`config.mk`:
```
export PLATFORM = sky130hd
export DESIGN_NAME = fetch_decode_unit
export DESIGN_NICKNAME = d
export VERILOG_FILES = /design/src/rtl/isa_pkg.sv /design/src/rtl/instr_decoder.sv /design/src/rtl/fetch_decode_unit.sv
export SDC_FILE = /design/constraint.sdc
export NUM_CORES = 1
export LEC_CHECK = 0
export ABC_AREA = 1
export ABC_CLOCK_PERIOD_IN_PS = 1800
export CAP_MARGIN = 40
export CORE_MARGIN = 5
export CORE_UTILIZATION = 44
export DETAILED_ROUTE_END_ITERATION = 16
export HOLD_SLACK_MARGIN = 0.06
export MAX_ROUTING_LAYER = met4
export PLACE_DENSITY = 0.8
export SETUP_SLACK_MARGIN = 0.4
export SLEW_MARGIN = 10
export SYNTH_ARGS = -nofsm -noshare
export SYNTH_HDL_FRONTEND = slang
export SYNTH_SLANG_ARGS = --single-unit
export TNS_END_PERCENT = 10
```
`constraint.sdc`:
```
create_clock -name clk -period 1.8 [get_ports clk]
set_clock_uncertainty 0.1 [all_clocks]
set_input_delay 0.18 -clock clk [delete_from_list [all_inputs] [get_ports clk]]
set_output_delay 0.18 -clock clk [all_outputs]
set_load 0.02 [all_outputs]
```
`src/rtl/isa_pkg.sv`:
```
// Shared instruction-set definitions for the 16-bit ISA: opcodes, field positions and the
// decoded-instruction record passed from the decoder to the fetch/decode control.
package isa_pkg;

  localparam logic [2:0] OP_MUL  = 3'b000;
  localparam logic [2:0] OP_XNOR = 3'b001;
  localparam logic [2:0] OP_MOV  = 3'b010;
  localparam logic [2:0] OP_BRZ  = 3'b011;
  localparam logic [2:0] OP_LDI  = 3'b100;

  localparam int unsigned OP_MSB  = 15;
  localparam int unsigned OP_LSB  = 13;
  localparam int unsigned RD_MSB  = 11;
  localparam int unsigned RD_LSB  = 8;
  localparam int unsigned RS1_MSB = 7;
  localparam int unsigned RS1_LSB = 4;
  localparam int unsigned RS2_MSB = 3;
  localparam int unsigned RS2_LSB = 0;
  localparam int unsigned IMM_MSB = 7;
  localparam int unsigned IMM_LSB = 0;

  // Fields as seen by the execute stage.
  typedef struct packed {
    logic [2:0] op;
    logic [3:0] rd;
    logic [3:0] rs1;
    logic [3:0] rs2;
    logic [7:0] imm;
  } dec_fields_t;

  typedef struct packed {
    dec_fields_t fields;
    logic        is_brz;
    logic        is_illegal;
    logic [7:0]  target;
  } dec_instr_t;

  function automatic logic op_is_illegal(logic [2:0] op);
    return op inside {3'b101, 3'b110, 3'b111};
  endfunction

endpackage

```
`src/rtl/instr_decoder.sv`:
```
// Combinational field extraction for one 16-bit instruction word, including branch and
// illegal-opcode detection.
module instr_decoder
  import isa_pkg::*;
(
  input  logic [15:0] instr,
  output dec_instr_t  dec
);

  logic [2:0] op;
  logic       unused_bit;

  assign op         = instr[OP_MSB:OP_LSB];
  assign unused_bit = instr[12];

  always_comb begin
    dec            = '0;
    dec.fields.op  = op;
    dec.fields.rd  = instr[RD_MSB:RD_LSB];
    dec.fields.rs1 = instr[RS1_MSB:RS1_LSB];
    dec.target     = instr[IMM_MSB:IMM_LSB];
    dec.is_illegal = op_is_illegal(op);
    case (op)
      OP_MUL, OP_XNOR: dec.fields.rs2 = instr[RS2_MSB:RS2_LSB];
      OP_LDI:          dec.fields.imm = instr[IMM_MSB:IMM_LSB];
      OP_BRZ:          dec.is_brz     = 1'b1;
      default:         ;
    endcase
  end

endmodule

```
`src/rtl/fetch_decode_unit.sv`:
```
// Fetch/decode front end: owns the PC, issues decoded instructions over valid/ready,
// resolves BRZ once the execute stage drains, and stops on an illegal opcode.
module fetch_decode_unit
  import isa_pkg::*;
#(
  parameter int unsigned        ADDR_W   = 8,
  parameter logic [ADDR_W-1:0]  RESET_PC = '0
) (
  input  logic              clk,
  input  logic              rst,
  output logic [ADDR_W-1:0] imem_addr,
  input  logic [15:0]       imem_instr,
  input  logic              exec_idle,
  input  logic              zero_flag,
  output logic              dec_valid,
  input  logic              dec_ready,
  output logic [2:0]        dec_op,
  output logic [3:0]        dec_rd,
  output logic [3:0]        dec_rs1,
  output logic [3:0]        dec_rs2,
  output logic [7:0]        dec_imm,
  output logic [ADDR_W-1:0] pc,
  output logic              halted,
  output logic              illegal
);

  typedef enum logic [1:0] {StRun, StBrWait, StHalt} state_e;

  state_e            state_q, state_d;
  logic [ADDR_W-1:0] pc_q, pc_d;
  logic              valid_q, valid_d;
  dec_fields_t       fields_q, fields_d;
  logic              halted_q, halted_d;
  logic              illegal_q, illegal_d;
  dec_instr_t        dec;
  logic              slot_free;

  instr_decoder u_instr_decoder (
    .instr (imem_instr),
    .dec   (dec)
  );

  // A handshake this cycle frees the slot for the word fetched in the same cycle.
  assign slot_free = !valid_q || dec_ready;

  always_comb begin
    state_d   = state_q;
    pc_d      = pc_q;
    valid_d   = valid_q;
    fields_d  = fields_q;
    halted_d  = halted_q;
    illegal_d = illegal_q;
    unique case (state_q)
      StRun: begin
        if (slot_free) begin
          if (dec.is_illegal) begin
            valid_d   = 1'b0;
            halted_d  = 1'b1;
            illegal_d = 1'b1;
            state_d   = StHalt;
          end else if (dec.is_brz) begin
            valid_d = 1'b0;
            state_d = StBrWait;
          end else begin
            fields_d = dec.fields;
            valid_d  = 1'b1;
            pc_d     = pc_q + ADDR_W'(1);
          end
        end
      end
      StBrWait: begin
        // The zero flag is only architectural once every issued instruction has retired.
        if (exec_idle) begin
          pc_d    = zero_flag ? ADDR_W'(dec.target) : pc_q + ADDR_W'(1);
          state_d = StRun;
        end
      end
      StHalt: ;
      default: state_d = StRun;
    endcase
  end

  always_ff @(posedge clk) begin
    if (rst) begin
      state_q   <= StRun;
      pc_q      <= RESET_PC;
      valid_q   <= 1'b0;
      fields_q  <= '0;
      halted_q  <= 1'b0;
      illegal_q <= 1'b0;
    end else begin
      state_q   <= state_d;
      pc_q      <= pc_d;
      valid_q   <= valid_d;
      fields_q  <= fields_d;
      halted_q  <= halted_d;
      illegal_q <= illegal_d;
    end
  end

  assign imem_addr = pc_q;
  assign pc        = pc_q;
  assign dec_valid = valid_q;
  assign dec_op    = fields_q.op;
  assign dec_rd    = fields_q.rd;
  assign dec_rs1   = fields_q.rs1;
  assign dec_rs2   = fields_q.rs2;
  assign dec_imm   = fields_q.imm;
  assign halted    = halted_q;
  assign illegal   = illegal_q;

endmodule

```
* Word level (Yosys, flattened, before mapping) *
Cells that the tools add are included.

storage, ports and cells
  word-level logic and storage cells = 54
  output and inout bits = 42
  flip-flop bits (word level) = 35

cells by class
  multiplexer cells = 16
  add/subtract/negate cells = 1
  reduce and logical (&&, ||, !) cells = 12
  equality and inequality tests = 13
  bitwise gates (word level) = 3

operators with widths
  cell                                                 number
  two-way mux 8 bit                                    6
  case mux 8 bit (2 select lines)                      1
  equality test 3 bit, second input constant           4
  adder 8 x 1 -> 8 bit, second input constant          1
  two-way mux 2 bit                                    4
  != test 2 bit, second input constant                 4
  AND reduction 4 bit                                  2
  case mux 2 bit (3 select lines)                      1
  AND reduction 5 bit                                  1
  two-way mux 4 bit                                    1
  equality test 3 x 1 -> 1 bit, second input constant  1
  equality test 3 x 2 -> 1 bit, second input constant  1
  zero test 3 bit                                      1
  two-way mux 1 bit                                    3
  != test 3 bit, second input constant                 1
  inverter 1 bit                                       3
  AND reduction 3 bit                                  1
  nonzero test 3 bit                                   1
  equality test 2 x 1 -> 1 bit, second input constant  1
  equality test 2 bit, second input constant           1
  zero test 2 bit                                      1
  AND reduction 2 bit                                  1
  nonzero test 2 bit                                   1
  OR reduction 2 bit                                   1
  2 further kinds                                      2

* Longest topological paths before layout *
  word-level depth = 6
  depth in mapped cells = 9
  mapped depth without buffers = 9

* Modules after synthesis *
A second synthesis with hierarchy kept.

unflattened totals
  cell total of the unflattened synthesis = 281
  area, all modules = 1965.6 µm²

modules (own cells, without submodules)
  module             times used  seq. area each (µm²)  cells an instance  area each (µm²)
  fetch_decode_unit  1           700.7                 235                1711.6
  instr_decoder      1           0.0                   46                 254.0

* Least setup slack after synthesis *
No wires, ideal clock.

  path kind = register to register
  start = register pc_q[1], in the netlist imem_addr[1]
  end = register pc_q[6], in the netlist imem_addr[6]
  arrival = 1.115 ns
  stages on the path, launching flop included = 9
  buffers on the path = 0
  setup slack = 0.453 ns
  clock period less this slack = 1.347 ns
  library setup time = 0.132 ns
  required time = 1.568 ns
  path through = dfxtp_1 ha_1 nand2_1 inv_1 nand2_1 nand2_1 nand3_1 nand2_1 a21oi_1

between the ends
  cells in the longest elaborated chain, start to end = 5
  elaborated cells on any way between the ends = 7
  those cells by class = add/sub (1); mux (6)

ends and longest elaborated chain
  element                            line                                              RTL
  start, declared                    fetch_decode_unit.sv:30                           logic [ADDR_W-1:0] pc_q, pc_d;
  start signal, assigned             fetch_decode_unit.sv:93                           pc_q <= pc_d;
  adder 8 x 1 -> 8 bit *             fetch_decode_unit.sv:67, fetch_decode_unit.sv:74
  two-way mux 8 bit                  fetch_decode_unit.sv:61                           end else if (dec.is_brz) begin
  two-way mux 8 bit                  fetch_decode_unit.sv:56                           if (dec.is_illegal) begin
  two-way mux 8 bit                  fetch_decode_unit.sv:55                           if (slot_free) begin
  case mux 8 bit (2 select lines) *  fetch_decode_unit.sv:53                           unique case (state_q)

Every way passes the cells marked *; elsewhere a longest branch is shown, timed or not. The select of a mux whose other input is x is not followed.
A chain may end at the register's enable or synchronous reset.

* Worst setup path after layout *
  start = register pc_q[1], in the netlist imem_addr[1]
  end = output imem_addr[1]

RTL lines
  element        line                     RTL
  end, declared  fetch_decode_unit.sv:11  output logic [ADDR_W-1:0] imem_addr,

No word-level cell between the ends.

==> impl_metrics.csv <==
group,metric,value,unit
routing,drt_wl_total,4.26,mm
power_and_ir_drop,p_per_area,863,nW/µm²
critical_path,critical_path_class,"reg2out",
timing,final.min_clock_period,1590,ps
routing,avgRoutedWirePerCell,12.6,µm
timing,slew_violations,0,
logic_synthesis,synth_cell_types,23,
routing,drc,0,
logic_synthesis,synth-simple-area-share,0.315,
timing,fin_crit_sh,0.882,
critical_path,reg2reg_depth,7,
routing,antenna_left,0,
floorplanning,die_area,5120,µm²
timing,timing.slew.headroom,0.738,
logic_synthesis,yosys_warnings,0,
logic_synthesis,synthAdderAreaFrac,0.00750,
placement,io_buffer_count,61,
logic_synthesis,ys_seq_elements,35,
clocking,clockBufferDepth,2,
layout,mostFrequentLayoutCells,"nand2_1, clkdlybuf4s50_1, dfxtp_1, a21oi_1, nor2_1",
power_and_ir_drop,finalPower,2070,µW
logic_synthesis,syn_area,1670,µm²
routing,drtIter0Drc,151,
critical_path,reg2reg_to,"dec_op[2]",
critical_path,path_depth,1,
timing,worst_pin_slew,393,ps
layout,final_common_cell,"nand2_1",
floorplanning,fp-row-count,22,
routing,viasPerCell,4.96,
logic_synthesis,yosysSeqAreaShare,0.420,
floorplanning,die_h,71.6,µm
logic_synthesis,synth-xor-area-share,0,
critical_path,crit_buf_inv,1,
timing,fin_ws,213,ps
floorplanning,die_w,71.6,µm
hold_path,hp-class,"reg2reg",
critical_path,rrSetupSlack,370,ps
hold_path,min_from,"illegal",
critical_path,critPathLaunchType,"flop",
floorplanning,core-area,3660,µm²
critical_path,crit_chain,"clkdlybuf4s50_1",
critical_path,endpoint_kind,"output pin",
clocking,cts_tree,"built",
critical_path,critPathArrivalTime,1310,ps
floorplanning,pin_count,63,
logic_synthesis,synth_compound_area_frac,0.140,
placement,dp.final_hpwl,3.14,mm
logic_synthesis,synth_top_family_by_area,"simple AND/OR/NAND/NOR gates",
critical_path,critPathMaxFanout,5,
layout,final_cells,337,
routing,via_count,1671,
clocking,cts.clk_slew.worst_paths,70,ps
clocking,cts.sinks,35,
clocking,holdBufCountCts,0,
critical_path,critical_path.max_stage_delay,630,ps
layout,layout-drive-gt1-share,0.0900,
power_and_ir_drop,ir_worst_vdd,604,µV
logic_synthesis,synth_nets,252,
global_routing,grtUsageTotal,0.178,
placement,globalplace.congestion,0.907,
flow_run,drv_cap,0,
logic_synthesis,synth.area.mux_share,0,
placement,post-place-ws,42.0,ps
clocking,cts-buffers-inserted,5,
global_routing,grt.overflow.total,0,
status,status,"finished clean",
critical_path,cp_slowest_cell,"clkdlybuf4s50_1",
clocking,post_cts_buffers,0,
layout,n_fill_cell,332,
clocking,htree_levels,2,
timing,setup_violations,0,
power_and_ir_drop,power_leakage,0.00107,µW
timing,hold_viol,0,
global_routing,grt_pass1_vias,1610,
routing,dr.pass1.iters,4,
critical_path,endpoint,"imem_addr[1]",
logic_synthesis,synthCells,230,
placement,dp.cells,330,
critical_path,r2r_start,"state_q[0]",
global_routing,grt_max_degree,23,
floorplanning,start_util,0.456,
critical_path,path_delay_family,"buffers and inverters",
timing,max_freq,630,MHz
timing,rsz0062_at_grt,"true",
clocking,clk-insertion-delay-late,290,ps
critical_path,required,1520,ps
layout,final_nets,311,
layout,areaGrowthSynthToFinish,43.5,%
global_routing,grt_pass1_wl,7.11,mm
global_routing,antenna_found_initial,0,
clocking,clockRootBuffer,"clkbuf_8",
timing,setup_tns,0,ps
critical_path,critical_path.startpoint,"imem_addr[1]",
layout,antenna_cells,0,
logic_synthesis,avgSynthCellArea,7.25,µm²
clocking,cts_resized,6,
-- Yosys cell counts --
library cell,count,area (µm²)
nand2_1,56,210
or2_2,1,6.26
buf_4,10,75.1
nand2_4,1,11.3
inv_1,15,56.3
nand4_1,2,12.5
nor2_4,1,11.3
ha_1,1,12.5
clkbuf_1,3,11.3
a21oi_2,1,8.76
a21oi_1,29,145
o21ai_0,15,75.1
inv_2,2,7.51
nor2_8,1,20.0
nand2_2,2,12.5
nor2_1,27,101
dfxtp_1,35,701
nand3_4,1,17.5
nand3b_1,3,22.5
o21ai_1,1,5.00
nand3_2,1,10.0
buf_6,4,45.0
nand3_1,18,90.1
-- worst min path at each step --
stage          depth (start not counted)          to
4_1_cts                                3   dec_rd[3]
5_1_grt                                2  dec_rs2[3]
2_1_floorplan                          1   dec_valid
3_5_place_dp                           2     illegal
6_report                               2     illegal
3_3_place_gp                           2  dec_rs1[2]
-- sequential cells by signal, summed over array words and instances (netlist names) --
register / count
dec_op: 3
dec_imm: 8
dec_rd: 4
imem_addr: 8
dec_valid: 1
dec_rs1: 4
illegal: 1
dec_rs2: 4
state_q: 2
-- per-layer routing --
layer	share of wire	global-route usage
met3	0.076	0.0617
met2	0.46	0.283
met5	0	-
met4	0.018	0.0585
met1	0.45	0.212
-- final cells by class --
class,count,area [µm²],area share
clock buffer,5,68.8,0.0288
clock inverter,2,37.5,0.0157
inverter,17,63.8,0.0267
multi-input combinational,161,772,0.323
sequential,35,701,0.293
tap,48,60.1,0.0251
timing repair buffer,69,691,0.289
-- cells by family after synthesis --
logic type               count (synthesis)
AND/OR/NAND/NOR                        114
AO/OA/AOI/OAI                           46
flip-flops                              35
buffers and inverters                   34
adder cells (fa/ha/maj)                  1
-- where the power goes --
group          total [µW]  switching, µW  internal, µW
logic                 513            284           228
clock network         687            282           404
registers             867           38.5           828
-- through the flow --
stage               utilization  area, µm²  hold slack, ps
floorplan                     -       1670             149
CTS                       0.650       2380             363
global route              0.654       2390             387
detailed placement        0.623       2280             355
finish                    0.654       2390             365
global placement          0.623       2280             348
No activity file was read; power rests on OpenSTA's default activity.
